**src/rtl/g_macro_pkg.sv**
```systemverilog
// Shared definitions for arbiters that front the g_bufb global-buffer macro.
// Holds the arbiter state encoding and the idle level of the buffer's AN pin.
package g_macro_pkg;

  typedef enum logic [1:0] {
    IDLE = 2'd0,
    OWN  = 2'd1,
    GAP  = 2'd2
  } arb_state_t;

  // AN high means Y low: the shared line rests deasserted.
  localparam logic G_BUF_IDLE_AN = 1'b1;
  localparam int   G_MAXHOLD_DEF = 16;

endpackage

```
**src/rtl/g_rr_pick.sv**
```systemverilog
// Combinational rotate-priority picker: first set request at or above ptr, wrapping.
// Kept free of any state so other shared-net arbiters can reuse it.
module g_rr_pick #(
  parameter int N  = 4,
  parameter int PW = (N > 1) ? $clog2(N) : 1
) (
  input  logic [N-1:0]  req,
  input  logic [PW-1:0] ptr,
  output logic [N-1:0]  win,
  output logic [PW-1:0] win_idx,
  output logic          any
);

  int            k;
  logic [PW-1:0] k_idx;

  // Walk N positions starting at ptr; the first hit wins.
  always_comb begin
    win     = '0;
    win_idx = '0;
    any     = 1'b0;
    k       = 0;
    k_idx   = '0;
    for (int i = 0; i < N; i++) begin
      k = int'(ptr) + i;
      if (k >= N) begin
        k = k - N;
      end
      k_idx = PW'(k);
      if (!any && req[k_idx]) begin
        any     = 1'b1;
        win_idx = k_idx;
      end
    end
    if (any) begin
      win[win_idx] = 1'b1;
    end
  end

endmodule

```
**src/rtl/g_bufb_arb.sv**
```systemverilog
// Round-robin owner arbiter for one inverting g_bufb line: grants the line,
// forwards the owner's data active-low, limits hold time and adds a dead cycle.
module g_bufb_arb
  import g_macro_pkg::*;
#(
  parameter int N       = 4,
  parameter int MAXHOLD = G_MAXHOLD_DEF
) (
  input  logic         CK,
  input  logic         CD,
  input  logic [N-1:0] REQ,
  input  logic [N-1:0] DIN,
  output logic [N-1:0] GNT,
  output logic         AN,
  output logic         BUSY
);

  localparam int PW = (N > 1) ? $clog2(N) : 1;
  localparam int HW = $clog2(MAXHOLD + 1);
  localparam logic [HW-1:0] HMAX  = HW'(MAXHOLD);
  localparam logic [PW-1:0] PLAST = PW'(N - 1);

  arb_state_t    state;
  logic [PW-1:0] ptr;
  logic [PW-1:0] owner;
  logic [HW-1:0] hcnt;

  logic [N-1:0]  pick_win;
  logic [PW-1:0] pick_idx;
  logic          pick_any;

  g_rr_pick #(
    .N  (N),
    .PW (PW)
  ) u_pick (
    .req     (REQ),
    .ptr     (ptr),
    .win     (pick_win),
    .win_idx (pick_idx),
    .any     (pick_any)
  );

  // Release and timeout share one exit test, so a coincident pair yields a single GAP.
  always_ff @(posedge CK or posedge CD) begin
    if (CD) begin
      state <= IDLE;
      GNT   <= '0;
      AN    <= G_BUF_IDLE_AN;
      ptr   <= '0;
      owner <= '0;
      hcnt  <= '0;
    end else begin
      case (state)
        IDLE: begin
          if (pick_any) begin
            state <= OWN;
            GNT   <= pick_win;
            owner <= pick_idx;
            hcnt  <= HW'(1);
            ptr   <= (pick_idx == PLAST) ? '0 : pick_idx + PW'(1);
          end
        end
        OWN: begin
          if (!REQ[owner] || (hcnt == HMAX)) begin
            state <= GAP;
            GNT   <= '0;
            AN    <= G_BUF_IDLE_AN;
            hcnt  <= '0;
          end else begin
            AN <= ~DIN[owner];
            if (hcnt != HMAX) begin
              hcnt <= hcnt + HW'(1);
            end
          end
        end
        GAP: begin
          state <= IDLE;
        end
        default: begin
          state <= IDLE;
          GNT   <= '0;
          AN    <= G_BUF_IDLE_AN;
        end
      endcase
    end
  end

  assign BUSY = (state != IDLE);

endmodule

```
**config.mk**
```make
export PLATFORM = sky130hd
export DESIGN_NAME = g_bufb_arb
export DESIGN_NICKNAME = d
export VERILOG_FILES = /design/src/rtl/g_macro_pkg.sv /design/src/rtl/g_rr_pick.sv /design/src/rtl/g_bufb_arb.sv
export SDC_FILE = /design/constraint.sdc
export NUM_CORES = 1
export LEC_CHECK = 0
export ABC_AREA = 0
export BUFFER_PORTS_ARGS = -buffer_cell sky130_fd_sc_hd__buf_4
export CORE_MARGIN = 1
export CORE_UTILIZATION = 50
export CTS_BUF_LIST = sky130_fd_sc_hd__clkbuf_4 sky130_fd_sc_hd__clkbuf_8
export DETAILED_ROUTE_END_ITERATION = 10
export PLACE_DENSITY = 0.71
export SETUP_SLACK_MARGIN = 0.05
export SYNTH_ARGS = -nofsm -noshare
export SYNTH_HDL_FRONTEND = slang
export SYNTH_HIERARCHICAL = 1
export SYNTH_SLANG_ARGS = --single-unit
```
**constraint.sdc**
```tcl
create_clock -name CK -period 5.4 [get_ports CK]
set_clock_uncertainty 0.1 [all_clocks]
set_input_delay 0.81 -clock CK [delete_from_list [all_inputs] [get_ports CK]]
set_output_delay 0.81 -clock CK [all_outputs]
set_load 0.02 [all_outputs]
```
# After elaboration in Yosys (flattened, before gate mapping)

Cells that the tools add are included.

Logic and storage cells: 92
Register bits after elaboration: 16
Input port bits: 10
Output and inout bits: 6

Bitwise logic cells: 2
Mux-type cells: 39
Magnitude comparators: 11
Eq/ne operators: 8
Reduce and logical (&&, ||, !) cells: 17
Add/sub/neg operators: 9

Operator list:

| operator            | number |
|---|---|
| $mux 2              | 11 |
| $lt 2x3->1 const B  | 6 |
| $mux 5              | 3 |
| $bmux 1 s2          | 6 |
| $mux 1              | 12 |
| $pmux 4 s3          | 1 |
| $pmux 5 s2          | 1 |
| $ge 3x3->1 const B  | 3 |
| $mux 4              | 2 |
| $sub 2x1->2 const B | 4 |
| $add 2x2->3 const B | 2 |
| $reduce_and 3->1    | 2 |
| $add 5x1->5 const B | 1 |
| $eq 5x5->1 const B  | 1 |
| $ne 5x5->1 const B  | 1 |
| $eq 2x2->1 const B  | 2 |
| $logic_and 1x1->1   | 4 |
| $logic_not 1->1     | 4 |
| $ne 2x2->1 const B  | 2 |
| $pmux 2 s2          | 1 |
| $reduce_and 2->1    | 2 |
| $reduce_bool 2->1   | 2 |
| $add 2x1->3 const B | 1 |
| $ge 2x3->1 const B  | 1 |
| 10 further kinds    | 11 |

# Depth between registers and ports, before layout

Depth after elaboration: 20
Depth in mapped cells: 7
Mapped depth without buffers: 5

# By module

The synthesis kept the hierarchy.

Modules (own cells, without submodules):

| module     | cells each | area each (um^2) | seq. area each (um^2) | instances |
|---|---|---|---|---|
| g_bufb_arb | 73         | 855.8            | 401.6                 | 1 |
| g_rr_pick  | 33         | 211.5            | 0.0                   | 1 |

# Least setup slack after synthesis

OpenSTA, ideal clock, no wires.

Kind: input to register
From: input REQ[0]
To: register ptr[1]
Setup slack: 3.161 ns
Library setup time: 0.125 ns
Data arrival time: 2.014 ns
Stages on the path: 6
Buffers on the path: 1
Cells stage by stage: buf_2 mux2i_1 nor2_1 a311oi_1 ha_1 mux2_4

Word-level cells in the longest chain between the ends: 14
Elaborated cells on any way between the ends: 26

Ends and longest elaborated chain:

| element                                   | RTL line         | source |
|---|---|---|
| start, declared                           | g_bufb_arb.sv:11 | `input logic [N-1:0] REQ,` |
| $bmux 1 s2                                | g_rr_pick.sv:30  | `if (!any && req[k_idx]) begin` |
| $mux 1 (implied by the code)              | g_rr_pick.sv:30  |  |
| $mux 1                                    | g_rr_pick.sv:30  |  |
| $logic_not 1->1                           | g_rr_pick.sv:30  |  |
| $logic_and 1x1->1                         | g_rr_pick.sv:30  |  |
| $mux 1                                    | g_rr_pick.sv:30  |  |
| $logic_not 1->1                           | g_rr_pick.sv:30  |  |
| $logic_and 1x1->1                         | g_rr_pick.sv:30  |  |
| $mux 1                                    | g_rr_pick.sv:30  |  |
| $logic_not 1->1                           | g_rr_pick.sv:30  |  |
| $logic_and 1x1->1                         | g_rr_pick.sv:30  |  |
| $mux 2 *                                  | g_rr_pick.sv:30  |  |
| named net pick_idx[0]                     | g_bufb_arb.sv:29 | `logic [PW-1:0] pick_idx;` |
| $add 2x1->2 or $eq 2x2->1 (tied branches) | g_bufb_arb.sv:60 | `ptr <= (pick_idx == PLAST) ? '0 : pick_idx + PW'(1);` |
| $mux 2 *                                  | g_bufb_arb.sv:60 |  |
| end signal, assigned                      | g_bufb_arb.sv:60 |  |
| end, declared                             | g_bufb_arb.sv:24 | `logic [PW-1:0] ptr;` |

The timed path passes the listed nets; every way through them passes the cells marked *. The select of a mux whose other input is x is not followed.
A chain may end at the register's enable or synchronous reset.

# Worst setup path in the final report

From: register state[0]
To: output BUSY

Word-level cells in the longest chain between the ends: 1

Ends and longest elaborated chain:

| element                | RTL line         | source |
|---|---|---|
| start, declared        | g_bufb_arb.sv:23 | `arb_state_t state;` |
| start signal, assigned | g_bufb_arb.sv:46 | `state <= IDLE;` |
| start signal, assigned | g_bufb_arb.sv:56 | `state <= OWN;` |
| start signal, assigned | g_bufb_arb.sv:65 | `state <= GAP;` |
| $reduce_bool 2->1      | g_bufb_arb.sv:88 | `assign BUSY = (state != IDLE);` |
| end, declared          | g_bufb_arb.sv:15 | `output logic BUSY` |

Every way passes these cells.

==> flow_metrics.tcl <==
set metrics [dict create \
    status "finished clean" \
    whs_endpoint "AN" \
    syn_area_per_cell_um2 10.1 \
    maxCapViolCount 0 \
    hold_class "register to register" \
    cts_tree "done" \
    cts_num_sinks 16 \
    finalWirelength_um 2080 \
    asyncSetResetFlopFracSynth_pct 100 \
    fmax_mhz 449 \
    grtUsageMet2_pct 33.3 \
    n_antenna_cell 0 \
    coreArea_mm2 0.00198 \
    ios 16 \
    track_usage_pct 21.3 \
    whs_path_depth 2 \
    avgRoutedWirePerCell_um 14.3 \
    end_kind "output port" \
    r2r-end "ptr[1]" \
    cts_setup_buffers 0 \
    drt_iter0_drc 16 \
    startpoint "state[0]" \
    nets 133 \
    die_x_um 48.2 \
    rsz0062_at_grt "no" \
    synthesis.area_mm2 0.00107 \
    grt_pass1_wl_um 3390 \
    worst_pin_slew_ns 0.609 \
    grt_max_degree 17 \
    grt-busiest-layer "met2" \
    cp_data_required_time_ns 4.49 \
    ctsLongestPathBuffers 2 \
    yosysUniqueCellTypes 44 \
    setup_tns_ns 0 \
    cts_resized 0 \
    cts_htree_levels 1 \
    cts-root-buf "clkbuf_4" \
    most-common-layout-cells "dfrtp_1, buf_4, nand2_1" \
    crit_arrival_ns 1.32 \
    synth-seq-cells 16 \
    vdd.ir_drop.worst_v 0.000310 \
    rrSetupSlack_ns 3.31 \
    drv_slew 0 \
    clock_latency_ns 0.29 \
    holdBufCountCts 0 \
    path_class "register to output port" \
    power_density_mw_per_mm2 494 \
    ant_nets 0 \
    die_h_um 48.2 \
    slew_headroom_pct 59.3 \
    drive_above_1_share_pct 26.1 \
    dp_hpwl_um 1530 \
    clk_pin_slew_ns 0.10 \
    viasPerCell 5.68 \
    dieArea_mm2 0.00232 \
    power_leakage_nw 0.564 \
    use_met1_pct 28.0 \
    synth_cells 106 \
    ys_seq_area_share_pct 37.6 \
    setup_viol 0 \
    syn_to_final_growth_pct 12.1 \
    final_hold_viol_count 0 \
    fillers 181 \
    postSynthNetCount 119 \
    met3_usage_pct 7.41 \
    cts_buffers 3 \
    synth_ff_type "dfrtp_1" \
    synth_edf_count 0 \
    reg2reg_from "ptr[1]" \
    r2r_cells 5 \
    period_share_pct 41.3 \
    gr-total-overflow 0 \
    startpoint_type "register" \
    remaining_drc_errors 0 \
    crit_path_max_fanout 13 \
    drtPass1Iterations 4 \
    port_buffers 15 \
    finalPower_mw 0.591 \
    rows 16 \
    start_util_pct 53.9 \
    dr_total_vias 830 \
    grt_antenna_before_repair 0 \
    hold_start "AN" \
    fin_crit_ns 2.23 \
    yosysWarnings 6 \
    gp_congestion 0.792 \
    first_global_vias 773 \
]
-- kinds of logic after synthesis --
family	after synthesis	share of synthesized area, %
fa+ha+maj	3	3.52
compound gates	28	18.8
flops	16	37.6
xor+xnor	2	1.64
simple gates	35	18.4
buf+inv	12	6.56
mux	10	13.5
-- stage by stage --
| stage | cells | hold slack [ns] | setup slack (ns) | instance area (um2) | utilization, % |
|---|---|---|---|---|---|
| 2_1_floorplan | 106 | 0.387 | 3.16 | 1070 | - |
| 3_3_place_gp | 142 | 0.394 | 3.10 | 1170 | 58.8 |
| 3_5_place_dp | 142 | 0.392 | 3.02 | 1170 | 58.8 |
| 4_1_cts | 146 | 0.409 | 3.16 | 1200 | 60.4 |
| 5_1_grt | 146 | 0.463 | 3.11 | 1200 | 60.4 |
| 6_report | 146 | 0.409 | 3.17 | 1200 | 60.4 |
-- sequential cells by signal, indices dropped and copies added (netlist names) --
| signal | count |
|---|---|
| hcnt | 5 |
| GNT | 4 |
| owner | 2 |
| ptr | 2 |
| state | 2 |
| AN | 1 |
-- synth_stat cells, types with 2 or more instances --
master	number	area [um2]
dfrtp_1	15	375
mux2_4	3	45.0
o21ai_0	3	15.0
xor2_1	2	17.5
inv_1	6	22.5
buf_6	3	33.8
or3b_1	2	17.5
o21ai_1	2	10.0
o221a_2	2	22.5
nand3_1	3	15.0
nand2_1	12	45.0
nor2_1	6	22.5
a21boi_0	2	15.0
ha_1	3	37.5
o21bai_1	2	15.0
mux2i_1	5	50.1
a21oi_1	5	25.0
o22ai_1	4	25.0
-- routing by layer --
metal  share of wire [%]  vias up
met3                 5.7        0
met1                  48      391
met5                   0        -
li1                    -      413
met2                  47       26
met4                   0        0
-- worst max path at each step --
stage	end	slack, ns
final	BUSY	3.17
after floorplan	ptr[1]	3.16
after CTS	BUSY	3.16
after detailed placement	ptr[1]	3.02
after global routing	BUSY	3.11
after global placement	ptr[1]	3.10
-- cell type report --
class	count	area [um2]	area share, %
multi-input combinational	78	596	49.8
sequential	16	402	33.6
timing repair buffer	15	113	9.41
tap	27	33.8	2.82
clock buffer	4	30.0	2.51
inverter	6	22.5	1.88
-- critical path: stages, from the launching register on --
cell,delay [ns]
dfrtp_1,0.52
or2_2,0.34
buf_4,0.16
-- report_power, final --
| group | internal, mW | total, mW | switching (mW) | leakage [nW] |
|---|---|---|---|---|
| clock network | 0.0338 | 0.0722 | 0.0385 | 0.0184 |
| registers | 0.165 | 0.229 | 0.0632 | 0.204 |
| logic | 0.148 | 0.290 | 0.142 | 0.342 |
| total | 0.348 | 0.591 | 0.243 | 0.564 |
Power figures use the tool's default switching activity.
